**config.mk**
```make
export PLATFORM = sky130hd
export DESIGN_NAME = bomb_scheduler_flat
export DESIGN_NICKNAME = d
export VERILOG_FILES = /design/src/rtl/bomb_if.sv /design/src/rtl/bomb_scheduler.sv /design/src/flat_wrapper.sv
export SDC_FILE = /design/constraint.sdc
export NUM_CORES = 1
export LEC_CHECK = 0
export ABC_AREA = 1
export BUFFER_PORTS_ARGS = -buffer_cell sky130_fd_sc_hd__buf_4
export CAP_MARGIN = 10
export CORE_UTILIZATION = 32
export CTS_CLUSTER_DIAMETER = 150
export DETAILED_ROUTE_END_ITERATION = 12
export RECOVER_POWER = 50
export SYNTH_ARGS = -nofsm -noshare
export SYNTH_HDL_FRONTEND = slang
export SYNTH_SLANG_ARGS = --single-unit
```
**constraint.sdc**
```tcl
create_clock -name clk -period 4 [get_ports clk]
set_clock_uncertainty 0.05 [all_clocks]
set_input_delay 0.8 -clock clk [delete_from_list [all_inputs] [get_ports clk]]
set_output_delay 0.8 -clock clk [all_outputs]
set_load 0.005 [all_outputs]
```
**src/rtl/bomb_if.sv**
```systemverilog
// Bomb scheduler bus: placement requests, chain flames,
// explosion handshake and per-player bomb counts.
interface bomb_if;
  logic       tick;
  logic       p1_set_bomb;
  logic [7:0] p1_coord;
  logic       p2_set_bomb;
  logic [7:0] p2_coord;
  logic [2:0] bomb_max_1;
  logic [2:0] bomb_max_2;
  logic       chain_valid;
  logic [7:0] chain_coord;
  logic       expl_ready;
  logic [2:0] bomb_num_1;
  logic [2:0] bomb_num_2;
  logic       p1_ack;
  logic       p2_ack;
  logic       expl_valid;
  logic [7:0] expl_coord;
  logic       expl_owner;
  logic       full;

  modport master (
    output tick, p1_set_bomb, p1_coord,
    output p2_set_bomb, p2_coord,
    output bomb_max_1, bomb_max_2,
    output chain_valid, chain_coord,
    output expl_ready,
    input  bomb_num_1, bomb_num_2,
    input  p1_ack, p2_ack,
    input  expl_valid, expl_coord, expl_owner,
    input  full
  );

  modport slave (
    input  tick, p1_set_bomb, p1_coord,
    input  p2_set_bomb, p2_coord,
    input  bomb_max_1, bomb_max_2,
    input  chain_valid, chain_coord,
    input  expl_ready,
    output bomb_num_1, bomb_num_2,
    output p1_ack, p2_ack,
    output expl_valid, expl_coord, expl_owner,
    output full
  );
endinterface

```
**src/rtl/bomb_scheduler.sv**
```systemverilog
// Bomb slot pool for both players: placement, fuse timers,
// chain reactions and one-at-a-time explosion presentation.
module bomb_scheduler #(
  parameter int         SLOTS = 8,
  parameter logic [3:0] FUSE  = 4'd6
) (
  input logic   clk,
  input logic   rst,
  bomb_if.slave bus
);
  localparam int IW = $clog2(SLOTS);

  typedef enum logic {EX_IDLE, EX_HOLD} ex_e;

  logic [SLOTS-1:0]      act_q, act_d;
  logic [SLOTS-1:0]      own_q, own_d;
  logic [SLOTS-1:0][7:0] crd_q, crd_d;
  logic [SLOTS-1:0][3:0] tmr_q, tmr_d;

  logic       rr_q, rr_d;
  logic       ack1_q, ack1_d;
  logic       ack2_q, ack2_d;
  logic [2:0] num1_q, num1_d;
  logic [2:0] num2_q, num2_d;
  logic       full_q, full_d;

  ex_e           ex_q, ex_d;
  logic [IW-1:0] lock_q, lock_d;

  logic [SLOTS-1:0] exp_w;
  logic             any_exp;
  logic [IW-1:0]    low_idx;
  logic [IW-1:0]    sel_idx;
  logic             fire;
  logic             dec1, dec2;

  logic             hit1, hit2;
  logic             p1_ok, p2_ok;
  logic             both, first2;
  logic             first_ok, second_ok;
  logic             found0, found1;
  logic [IW-1:0]    f0, f1;
  logic [SLOTS-1:0] f0_oh, free_rem;
  logic             acc_first, acc_second;
  logic             acc1, acc2;
  logic [7:0]       first_crd, second_crd;

  function automatic logic [IW:0] pick(
    input logic [SLOTS-1:0] v
  );
    logic [IW:0] r;
    r = '0;
    for (int i = SLOTS - 1; i >= 0; i--) begin
      if (v[i]) r = {1'b1, IW'(i)};
    end
    return r;
  endfunction

  always_comb begin
    for (int i = 0; i < SLOTS; i++) begin
      exp_w[i] = act_q[i] & (tmr_q[i] == 4'd0);
    end
    {any_exp, low_idx} = pick(exp_w);
  end

  // Presentation FSM: once shown, a slot is held until accepted
  always_ff @(posedge clk or posedge rst) begin
    if (rst) begin
      ex_q   <= EX_IDLE;
      lock_q <= '0;
    end else begin
      ex_q   <= ex_d;
      lock_q <= lock_d;
    end
  end

  always_comb begin
    ex_d   = ex_q;
    lock_d = lock_q;
    unique case (ex_q)
      EX_IDLE: begin
        if (any_exp && !bus.expl_ready) begin
          ex_d   = EX_HOLD;
          lock_d = low_idx;
        end
      end
      EX_HOLD: begin
        if (bus.expl_ready) ex_d = EX_IDLE;
      end
    endcase
  end

  always_comb begin
    sel_idx = (ex_q == EX_HOLD) ? lock_q : low_idx;
    fire    = any_exp & bus.expl_ready;
    dec1    = fire & ~own_q[sel_idx];
    dec2    = fire & own_q[sel_idx];
  end

  always_comb begin
    hit1 = 1'b0;
    hit2 = 1'b0;
    for (int i = 0; i < SLOTS; i++) begin
      hit1 = hit1 | (act_q[i] & (crd_q[i] == bus.p1_coord));
      hit2 = hit2 | (act_q[i] & (crd_q[i] == bus.p2_coord));
    end
    p1_ok = bus.p1_set_bomb & (num1_q < bus.bomb_max_1) & ~hit1;
    p2_ok = bus.p2_set_bomb & (num2_q < bus.bomb_max_2) & ~hit2;

    both   = bus.p1_set_bomb & bus.p2_set_bomb;
    first2 = (bus.p2_set_bomb & ~bus.p1_set_bomb) | (both & rr_q);

    first_ok  = first2 ? p2_ok : p1_ok;
    second_ok = both & (first2 ? p1_ok : p2_ok)
              & (bus.p1_coord != bus.p2_coord);

    // Both grants come from start-of-cycle free slots only
    {found0, f0} = pick(~act_q);
    acc_first    = first_ok & found0;
    f0_oh        = '0;
    f0_oh[f0]    = acc_first;
    free_rem     = ~act_q & ~f0_oh;
    {found1, f1} = pick(free_rem);
    acc_second   = second_ok & found1;

    acc1       = first2 ? acc_second : acc_first;
    acc2       = first2 ? acc_first : acc_second;
    first_crd  = first2 ? bus.p2_coord : bus.p1_coord;
    second_crd = first2 ? bus.p1_coord : bus.p2_coord;
  end

  always_comb begin
    act_d = act_q;
    own_d = own_q;
    crd_d = crd_q;
    tmr_d = tmr_q;
    for (int i = 0; i < SLOTS; i++) begin
      if (act_q[i]) begin
        if (bus.chain_valid && crd_q[i] == bus.chain_coord) begin
          tmr_d[i] = 4'd0;
        end else if (bus.tick && tmr_q[i] != 4'd0) begin
          tmr_d[i] = tmr_q[i] - 4'd1;
        end
      end
    end
    if (fire) act_d[sel_idx] = 1'b0;
    if (acc_first) begin
      act_d[f0] = 1'b1;
      own_d[f0] = first2;
      crd_d[f0] = first_crd;
      tmr_d[f0] = FUSE;
    end
    if (acc_second) begin
      act_d[f1] = 1'b1;
      own_d[f1] = ~first2;
      crd_d[f1] = second_crd;
      tmr_d[f1] = FUSE;
    end
  end

  always_comb begin
    num1_d = num1_q + {2'b00, acc1} - {2'b00, dec1};
    num2_d = num2_q + {2'b00, acc2} - {2'b00, dec2};
    full_d = &act_d;
    rr_d   = rr_q ^ both;
    ack1_d = acc1;
    ack2_d = acc2;
  end

  always_ff @(posedge clk or posedge rst) begin
    if (rst) begin
      act_q  <= '0;
      own_q  <= '0;
      crd_q  <= '0;
      tmr_q  <= '0;
      rr_q   <= 1'b0;
      ack1_q <= 1'b0;
      ack2_q <= 1'b0;
      num1_q <= '0;
      num2_q <= '0;
      full_q <= 1'b0;
    end else begin
      act_q  <= act_d;
      own_q  <= own_d;
      crd_q  <= crd_d;
      tmr_q  <= tmr_d;
      rr_q   <= rr_d;
      ack1_q <= ack1_d;
      ack2_q <= ack2_d;
      num1_q <= num1_d;
      num2_q <= num2_d;
      full_q <= full_d;
    end
  end

  assign bus.bomb_num_1 = num1_q;
  assign bus.bomb_num_2 = num2_q;
  assign bus.p1_ack     = ack1_q;
  assign bus.p2_ack     = ack2_q;
  assign bus.full       = full_q;
  assign bus.expl_valid = any_exp;
  assign bus.expl_coord = any_exp ? crd_q[sel_idx] : 8'h00;
  assign bus.expl_owner = any_exp & own_q[sel_idx];
endmodule
```
**src/flat_wrapper.sv**
```systemverilog
// flat-port wrapper written by rule: the top's interface ports become plain ports
module bomb_scheduler_flat 
#(
  parameter int         SLOTS = 8,
  parameter logic [3:0] FUSE  = 4'd6
)
  (clk, rst, bus_tick, bus_p1_set_bomb, bus_p1_coord, bus_p2_set_bomb, bus_p2_coord, bus_bomb_max_1, bus_bomb_max_2, bus_chain_valid, bus_chain_coord, bus_expl_ready, bus_bomb_num_1, bus_bomb_num_2, bus_p1_ack, bus_p2_ack, bus_expl_valid, bus_expl_coord, bus_expl_owner, bus_full);
  bomb_if bus_i ();
  input logic clk;
  input logic rst;
  input wire logic [$bits(bus_i.tick)-1:0] bus_tick;
  input wire logic [$bits(bus_i.p1_set_bomb)-1:0] bus_p1_set_bomb;
  input wire logic [$bits(bus_i.p1_coord)-1:0] bus_p1_coord;
  input wire logic [$bits(bus_i.p2_set_bomb)-1:0] bus_p2_set_bomb;
  input wire logic [$bits(bus_i.p2_coord)-1:0] bus_p2_coord;
  input wire logic [$bits(bus_i.bomb_max_1)-1:0] bus_bomb_max_1;
  input wire logic [$bits(bus_i.bomb_max_2)-1:0] bus_bomb_max_2;
  input wire logic [$bits(bus_i.chain_valid)-1:0] bus_chain_valid;
  input wire logic [$bits(bus_i.chain_coord)-1:0] bus_chain_coord;
  input wire logic [$bits(bus_i.expl_ready)-1:0] bus_expl_ready;
  output wire logic [$bits(bus_i.bomb_num_1)-1:0] bus_bomb_num_1;
  output wire logic [$bits(bus_i.bomb_num_2)-1:0] bus_bomb_num_2;
  output wire logic [$bits(bus_i.p1_ack)-1:0] bus_p1_ack;
  output wire logic [$bits(bus_i.p2_ack)-1:0] bus_p2_ack;
  output wire logic [$bits(bus_i.expl_valid)-1:0] bus_expl_valid;
  output wire logic [$bits(bus_i.expl_coord)-1:0] bus_expl_coord;
  output wire logic [$bits(bus_i.expl_owner)-1:0] bus_expl_owner;
  output wire logic [$bits(bus_i.full)-1:0] bus_full;
  assign bus_i.tick = bus_tick;
  assign bus_i.p1_set_bomb = bus_p1_set_bomb;
  assign bus_i.p1_coord = bus_p1_coord;
  assign bus_i.p2_set_bomb = bus_p2_set_bomb;
  assign bus_i.p2_coord = bus_p2_coord;
  assign bus_i.bomb_max_1 = bus_bomb_max_1;
  assign bus_i.bomb_max_2 = bus_bomb_max_2;
  assign bus_i.chain_valid = bus_chain_valid;
  assign bus_i.chain_coord = bus_chain_coord;
  assign bus_i.expl_ready = bus_expl_ready;
  assign bus_bomb_num_1 = bus_i.bomb_num_1;
  assign bus_bomb_num_2 = bus_i.bomb_num_2;
  assign bus_p1_ack = bus_i.p1_ack;
  assign bus_p2_ack = bus_i.p2_ack;
  assign bus_expl_valid = bus_i.expl_valid;
  assign bus_expl_coord = bus_i.expl_coord;
  assign bus_expl_owner = bus_i.expl_owner;
  assign bus_full = bus_i.full;
  bomb_scheduler #(.SLOTS(SLOTS), .FUSE(FUSE)) u_core (.clk(clk), .rst(rst), .bus(bus_i));
endmodule
```
==> results.yml, run 1 <==
global_routing:
  track_usage: 0.2611
  antenna_found_initial: 1
  overflow: 0
  grt_pass1_vias: 10380
  grt_start_max_net_pins: 40
  grt_pass1_wl_um: 65490
cells_and_area:
  drive_above_1_share: 0.1736
  diodes: 0
  syn_to_final_growth_pct: 21.38
  stdcell_count: 2147
  fin_area_sq_um: 12790
  finalNetCount: 1748
  post-route-util: 0.3942
die:
  core-area_sq_um: 32450
  fp.dieArea_sq_um: 33670
  fp.dieH_um: 183.5
  die_width_um: 183.5
  io-pin-count: 56
  rows: 66
  initial_core_util: 0.3248
synth:
  yosys.area_share.simple: 0.3052
  synth_flop_cell: "dfrtp_1"
  synth_cells: 1597
  synth_nets: 1653
  ys_types: 53
  synth-compound-area-share: 0.1911
  synth.ff_latch_count: 126
  synthesis.area_sq_um: 10540
  ys_warn_count: 0
  synth_fa_ha_area_frac: 0.02398
  synth_top_family_by_area: "simple AND/OR/NAND/NOR gates"
  seq_area_frac_synth: 0.2991
  muxShareOfSynthArea: 0
  synth_xor_area_frac: 0.06896
  synth-edff-count: 0
  avgSynthCellArea_sq_um: 6.601
  synthArstFlopShare: 1.000
critical_path:
  worst_setup_path_start_kind: "flop"
  crit_path_end_kind: "output pin"
  timing.rr.start: "u_core.bus.bomb_num_2[2]"
  r2r_slack_ns: 0.29
  critPathKind: "reg2out"
  critPathMaxFanout: 8
  crit_arrival_ns: 3.03
  reg2reg_to: "u_core.bus.bomb_num_2[2]"
  slowest_stage: "dfrtp_1"
  crit_chain: "inv_2, ha_1, inv_1, nor3_2, nand2_2, nand2_2, nor2_1, o21ai_1, nand2_1, o21ai_4, inv_2, nor2_4, inv_4, buf_12, o22ai_4, nor3_2, o21a_2, buf_4"
  max_stage_delay_ns: 0.39
  rr_worst_depth: 21
  required_ns: 3.15
clock_network:
  cts_hold_buf: 0
  clock-sinks: 126
  clock_path_buffers: 2
  cts_buffers: 17
  htree_levels: 4
  clk_pin_slew_ns: 0.07
  cts_root_buffer: "clkbuf_16"
  clk_latency_ns: 0.44
  cts_tree: "built"
placed_design:
  routabilityCongestion: 1.095
  hpwl_um: 33090
  post-place-cells: 2102
  dpl_cell_area_sq_um: 11860
  numPortBuffers: 55
  place_ws_ns: -0.1891
sta:
  slew_headroom: -0.1464
  final-hold-violation-count: 0
  hold_slack_ns: 0.4478
  layout_setup_ws_ns: 0.1204
  period_share: 0.9699
  min_period_ns: 3.880
  worst_pin_slew_ns: 1.710
  max_freq_mhz: 257.8
  maxSlewViolCount: 37
  finalSetupViolations: 0
power:
  switchingPower_uw: 5737
  powerDensity_nw_per_um2: 888.7
  intPower_uw: 5634
  swShare: 0.5045
  p_clk_frac: 0.156
  p_leak_uw: 0.006334
  combPwrFrac: 0.596
  seqPwrFrac: 0.247
  peakVddDrop_uv: 521.3
min_path:
  min_to: "u_core.rr_q"
  hp-start: "u_core.rr_q"
  hold_path.class: "reg2reg"
  hold_depth: 1
drt:
  wl_per_cell_um: 20.51
  drtIter0Drc: 1519
  drtAntennaViolNets: 0
  viasPerCell: 5.380
  drcViolationCount: 0
  firstDrtPassIters: 6
  vias: 11550
  wl_um: 44040
outcome:
  violations: "capacitance limit, slew limit"
  outcome: "complete, but fails checks"
run:
  maxCapViolations: 1
-- per-stage QoR --
| stage | TNS [ns] | power (uW) |
|---|---|---|
| 3_3_place_gp | -0.1905 | 8806 |
| 3_5_place_dp | -0.2572 | 8889 |
| 4_1_cts | 0 | 10760 |
| 6_report | 0 | 11370 |
| 5_1_grt | -0.03371 | 12120 |
| 2_1_floorplan | 0 | 6508 |
-- what timing repair did --
action / in CTS / in global routing
pin swaps: 0 / 15
resized for setup: 13 / 44
buffers inserted: 1 / 11
endpoints found under the setup margin: 8 / 11
cloned: 0 / 1
-- placed cells by master, fill, tap and decap left out, types with 5 or more instances in the layout --
cell	n
inv_2	16
buf_4	139
inv_6	5
nand2_4	14
inv_4	5
a221oi_1	6
nor3_1	14
nand2_2	19
dfrtp_1	126
nor2_2	8
o2111ai_1	8
nor3_2	7
nand4_1	19
o22ai_1	44
clkbuf_4	7
buf_12	8
xor2_1	46
nor2_1	112
o21ai_0	175
a21oi_1	45
xnor2_1	37
inv_1	158
nor4_1	10
o21ai_1	24
ha_1	15
nand3_1	61
o211ai_1	5
nand2_1	469
clkbuf_16	18
clkbuf_1	7
or2_2	5
-- final cells by class --
type | instances | area, sq um
clock buffer | 19 | 442.9
clock inverter | 13 | 200.2
fill | 3389 | 19660
inverter | 182 | 696.9
multi-input combinational | 1200 | 6400
sequential | 126 | 3153
tap | 442 | 553.0
timing repair buffer | 165 | 1349
-- cells in the mapped netlist, types with 3 or more instances --
cell | instances | share of area
inv_1 | 169 | 0.060
xor2_1 | 46 | 0.038
nor2_2 | 7 | 0.0042
inv_2 | 8 | 0.0028
nor3_1 | 23 | 0.011
ha_1 | 17 | 0.020
o211ai_1 | 5 | 0.0036
o2111ai_1 | 8 | 0.0066
nor4_1 | 10 | 0.0059
o211a_1 | 4 | 0.0038
a21boi_0 | 4 | 0.0028
buf_6 | 13 | 0.014
buf_4 | 8 | 0.0057
buf_2 | 10 | 0.0047
xnor2_1 | 37 | 0.031
a2111oi_0 | 3 | 0.0025
o21ai_0 | 179 | 0.085
nand2_1 | 474 | 0.17
nor2_1 | 115 | 0.041
nand3_1 | 61 | 0.029
o22ai_1 | 46 | 0.027
inv_4 | 3 | 0.0018
a21oi_1 | 46 | 0.022
o211ai_2 | 4 | 0.0047
clkbuf_2 | 10 | 0.0047
clkbuf_1 | 47 | 0.017
or2_2 | 5 | 0.0030
a221oi_1 | 8 | 0.0066
nand4_1 | 19 | 0.011
nand2_2 | 15 | 0.0089
o21a_1 | 4 | 0.0028
dfrtp_1 | 126 | 0.30
nand2_4 | 13 | 0.014
o21ai_1 | 23 | 0.011
-- worst max-delay path: cells and delay by family, from the launching register on --
family / cells / cell delay (ns)
DFF: 1 / 0.39
adders and majority gates: 1 / 0.14
and+or+nand+nor: 7 / 0.81
buffers and inverters: 6 / 0.60
AOI/OAI and AO/OA: 4 / 0.64
-- per-layer routing --
metal | track usage | wire, um
met2 | 0.4065 | 19290
met3 | 0.05745 | 4448
met4 | 0.1023 | 1718
met1 | 0.3500 | 18570
met5 | 0 | 13
-- power groups by stage --
stage / Clock (uW) / Combinational [uW] / Sequential, uW
2_1_floorplan: 0 / 4170 / 2340
3_3_place_gp: 0 / 6040 / 2760
3_5_place_dp: 0 / 6130 / 2760
4_1_cts: 1790 / 6210 / 2750
5_1_grt: 1850 / 7410 / 2860
6_report: 1780 / 6780 / 2810
-- worst max-delay path by stage --
stage                           start                       end  slack (ns)  cells after the start
finish               u_core.tmr_q[12]         bus_expl_coord[6]        0.12                     18
global route         u_core.tmr_q[12]         bus_expl_coord[6]       -0.02                     18
CTS                   u_core.tmr_q[8]         bus_expl_coord[6]        0.03                     18
detailed placement  bus_bomb_max_1[2]  u_core.bus.bomb_num_2[2]       -0.19                     24
global placement    bus_bomb_max_1[2]  u_core.bus.bomb_num_2[2]       -0.14                     24
floorplan           bus_bomb_max_1[2]  u_core.bus.bomb_num_2[2]        0.29                     22
-- sequential cells by signal, summed over array words and instances (netlist names), 3 cells and up --
register / flops
u_core.lock_q: 3
u_core.bus.bomb_num_1: 3
u_core.bus.bomb_num_2: 3
u_core.own_q: 8
u_core.crd_q: 64
u_core.tmr_q: 32
u_core.act_q: 8
-- kinds of logic (layout without fill, tap and decap cells) --
| kind of cell | count (synthesis) | after routing |
|---|---|---|
| DFF | 126 | 126 |
| buffers and inverters | 271 | 379 |
| AOI/OAI and AO/OA | 348 | 348 |
| and+or+nand+nor | 750 | 750 |
| adders and majority gates | 19 | 19 |
| xor gates and xnor gates | 83 | 83 |
No activity file was read; power rests on OpenSTA's default activity.
==> run 2: changes to the inputs <==
- clock period: 4 -> 4.1 ns (I/O delays scaled with it)
==> results.yml, run 2 (synthesized netlist as in run 1, its figures left out) <==
outcome:
  outcome: "complete, but fails checks"
  violations: "slew limit"
sta:
  final-hold-violation-count: 0
  period_share: 0.9760
  slew_headroom: -0.01185
  maxSlewViolCount: 74
  rsz0062_at_grt: "yes"
  max_freq_mhz: 249.9
  worst_pin_slew_ns: 1.518
  finalSetupTns_ns: 0
  hold_slack_ns: 0.4298
  min_period_ns: 4.002
  finalSetupViolations: 0
  layout_setup_ws_ns: 0.09820
clock_network:
  htree_levels: 4
  cts_buffers: 17
  cts_root_buffer: "clkbuf_16"
  clock-sinks: 126
  clk_latency_ns: 0.44
  clock_path_buffers: 2
  cts_tree: "built"
  clk_pin_slew_ns: 0.07
global_routing:
  track_usage: 0.2638
  antenna_found_initial: 0
  grt_start_max_net_pins: 106
  overflow: 0
  grt_pass1_wl_um: 65850
  grt_pass1_vias: 10480
cells_and_area:
  drive_above_1_share: 0.1473
  final_cell_mix: "nand2_1 (472), o21ai_0 (177), inv_1 (168), dfrtp_1 (126), buf_4 (121)"
  stdcell_count: 2119
  reg_top3: "u_core.crd_q (64), u_core.tmr_q (32)"
  final_common_cell: "nand2_1"
  regMostFlops: "u_core.crd_q"
  largest_reg_flops: 64
  diodes: 0
  finalNetCount: 1720
  syn_to_final_growth_pct: 17.66
placed_design:
  routabilityCongestion: 1.053
  post-place-cells: 2087
  place_ws_ns: -0.08027
  hpwl_um: 32680
  numPortBuffers: 55
power:
  p_leak_uw: 0.006177
  peakVddDrop_uv: 517.3
  powerDensity_nw_per_um2: 849.4
critical_path:
  rr_worst_depth: 21
  critPathKind: "reg2out"
  worst_setup_path_start_kind: "flop"
  critPathMaxFanout: 8
  crit_path_end_kind: "output pin"
  crit_arrival_ns: 3.13
  required_ns: 3.23
die:
  rows: 66
  die_width_um: 183.5
  initial_core_util: 0.3248
  fp.dieH_um: 183.5
  fp.dieArea_sq_um: 33670
  core-area_sq_um: 32450
  io-pin-count: 56
drt:
  drtIter0Drc: 1185
  wl_per_cell_um: 20.60
  drcViolationCount: 0
  vias: 11320
  viasPerCell: 5.341
  wl_um: 43650
  firstDrtPassIters: 6
  drtAntennaViolNets: 0
run:
  maxCapViolations: 0
min_path:
  hold_depth: 1
  hold_path.class: "reg2reg"
-- run 2: worst max-delay path: stages, from the launching register on --
cell and delay (ns):
dfrtp_1 0.38, inv_1 0.08, ha_1 0.14, inv_1 0.07, nor3_4 0.17, nand2_1 0.13, nand2_2 0.13, a31oi_1 0.08
nor2_1 0.17, nand2_1 0.09, o21ai_2 0.11, nor2_1 0.09, inv_1 0.08, buf_4 0.19, o22ai_1 0.08, a221oi_1 0.22
o211a_1 0.31, buf_4 0.16
-- run 2: area by class of cell --
class | count | area [sq um]
well taps | 442 | 553.0
multi-input cells | 1200 | 6279
repair buffers | 137 | 1116
fillers | 3473 | 20050
clock buffers | 17 | 425.4
clock inverters | 15 | 185.2
flip-flops and latches | 126 | 3153
inverters | 182 | 691.9
-- run 2: path summary, 6_finish.rpt --
check,start,end,slack [ns]
worst max register to register,u_core.bus.bomb_num_1[2],u_core.bus.bomb_num_2[2],0.32
max in group asynchronous,rst,u_core.crd_q[8],1.39
worst min-delay path,u_core.rr_q,u_core.rr_q,0.43
worst max-delay path,u_core.tmr_q[24],bus_expl_coord[7],0.1
min in group asynchronous,rst,u_core.crd_q[39],0.52
worst min register to register,u_core.rr_q,u_core.rr_q,0.43
-- run 2: through the flow --
step | utilization | total power, uW | area [sq um]
3_3_place_gp | 0.3621 | 8561 | 11750
6_report | 0.3822 | 10540 | 12400
2_1_floorplan | - | 6349 | 10550
3_5_place_dp | 0.3621 | 8650 | 11750
4_1_cts | 0.3817 | 10380 | 12390
5_1_grt | 0.3822 | 11270 | 12400
-- run 2: metal layers --
metal	vias to the layer above	wire length (um)	global-route usage
met4	0	1596	0.09600
met5	-	0	0
met1	5377	18830	0.3549
met3	95	3711	0.05388
met2	522	19510	0.4159
li1	5324	-	-
-- run 2: power breakdown --
part	switching, uW	internal [uW]
registers	894	1830
clock network	692	967
logic	3790	2360
-- run 2: timing repair --
item | 4_1_cts | 5_1_grt
setup buffers | 0 | 0
gates resized for setup | 9 | 8
setup endpoints to repair | 8 | 10
pin swaps | 1 | 2
hold buffers | 0 | 0
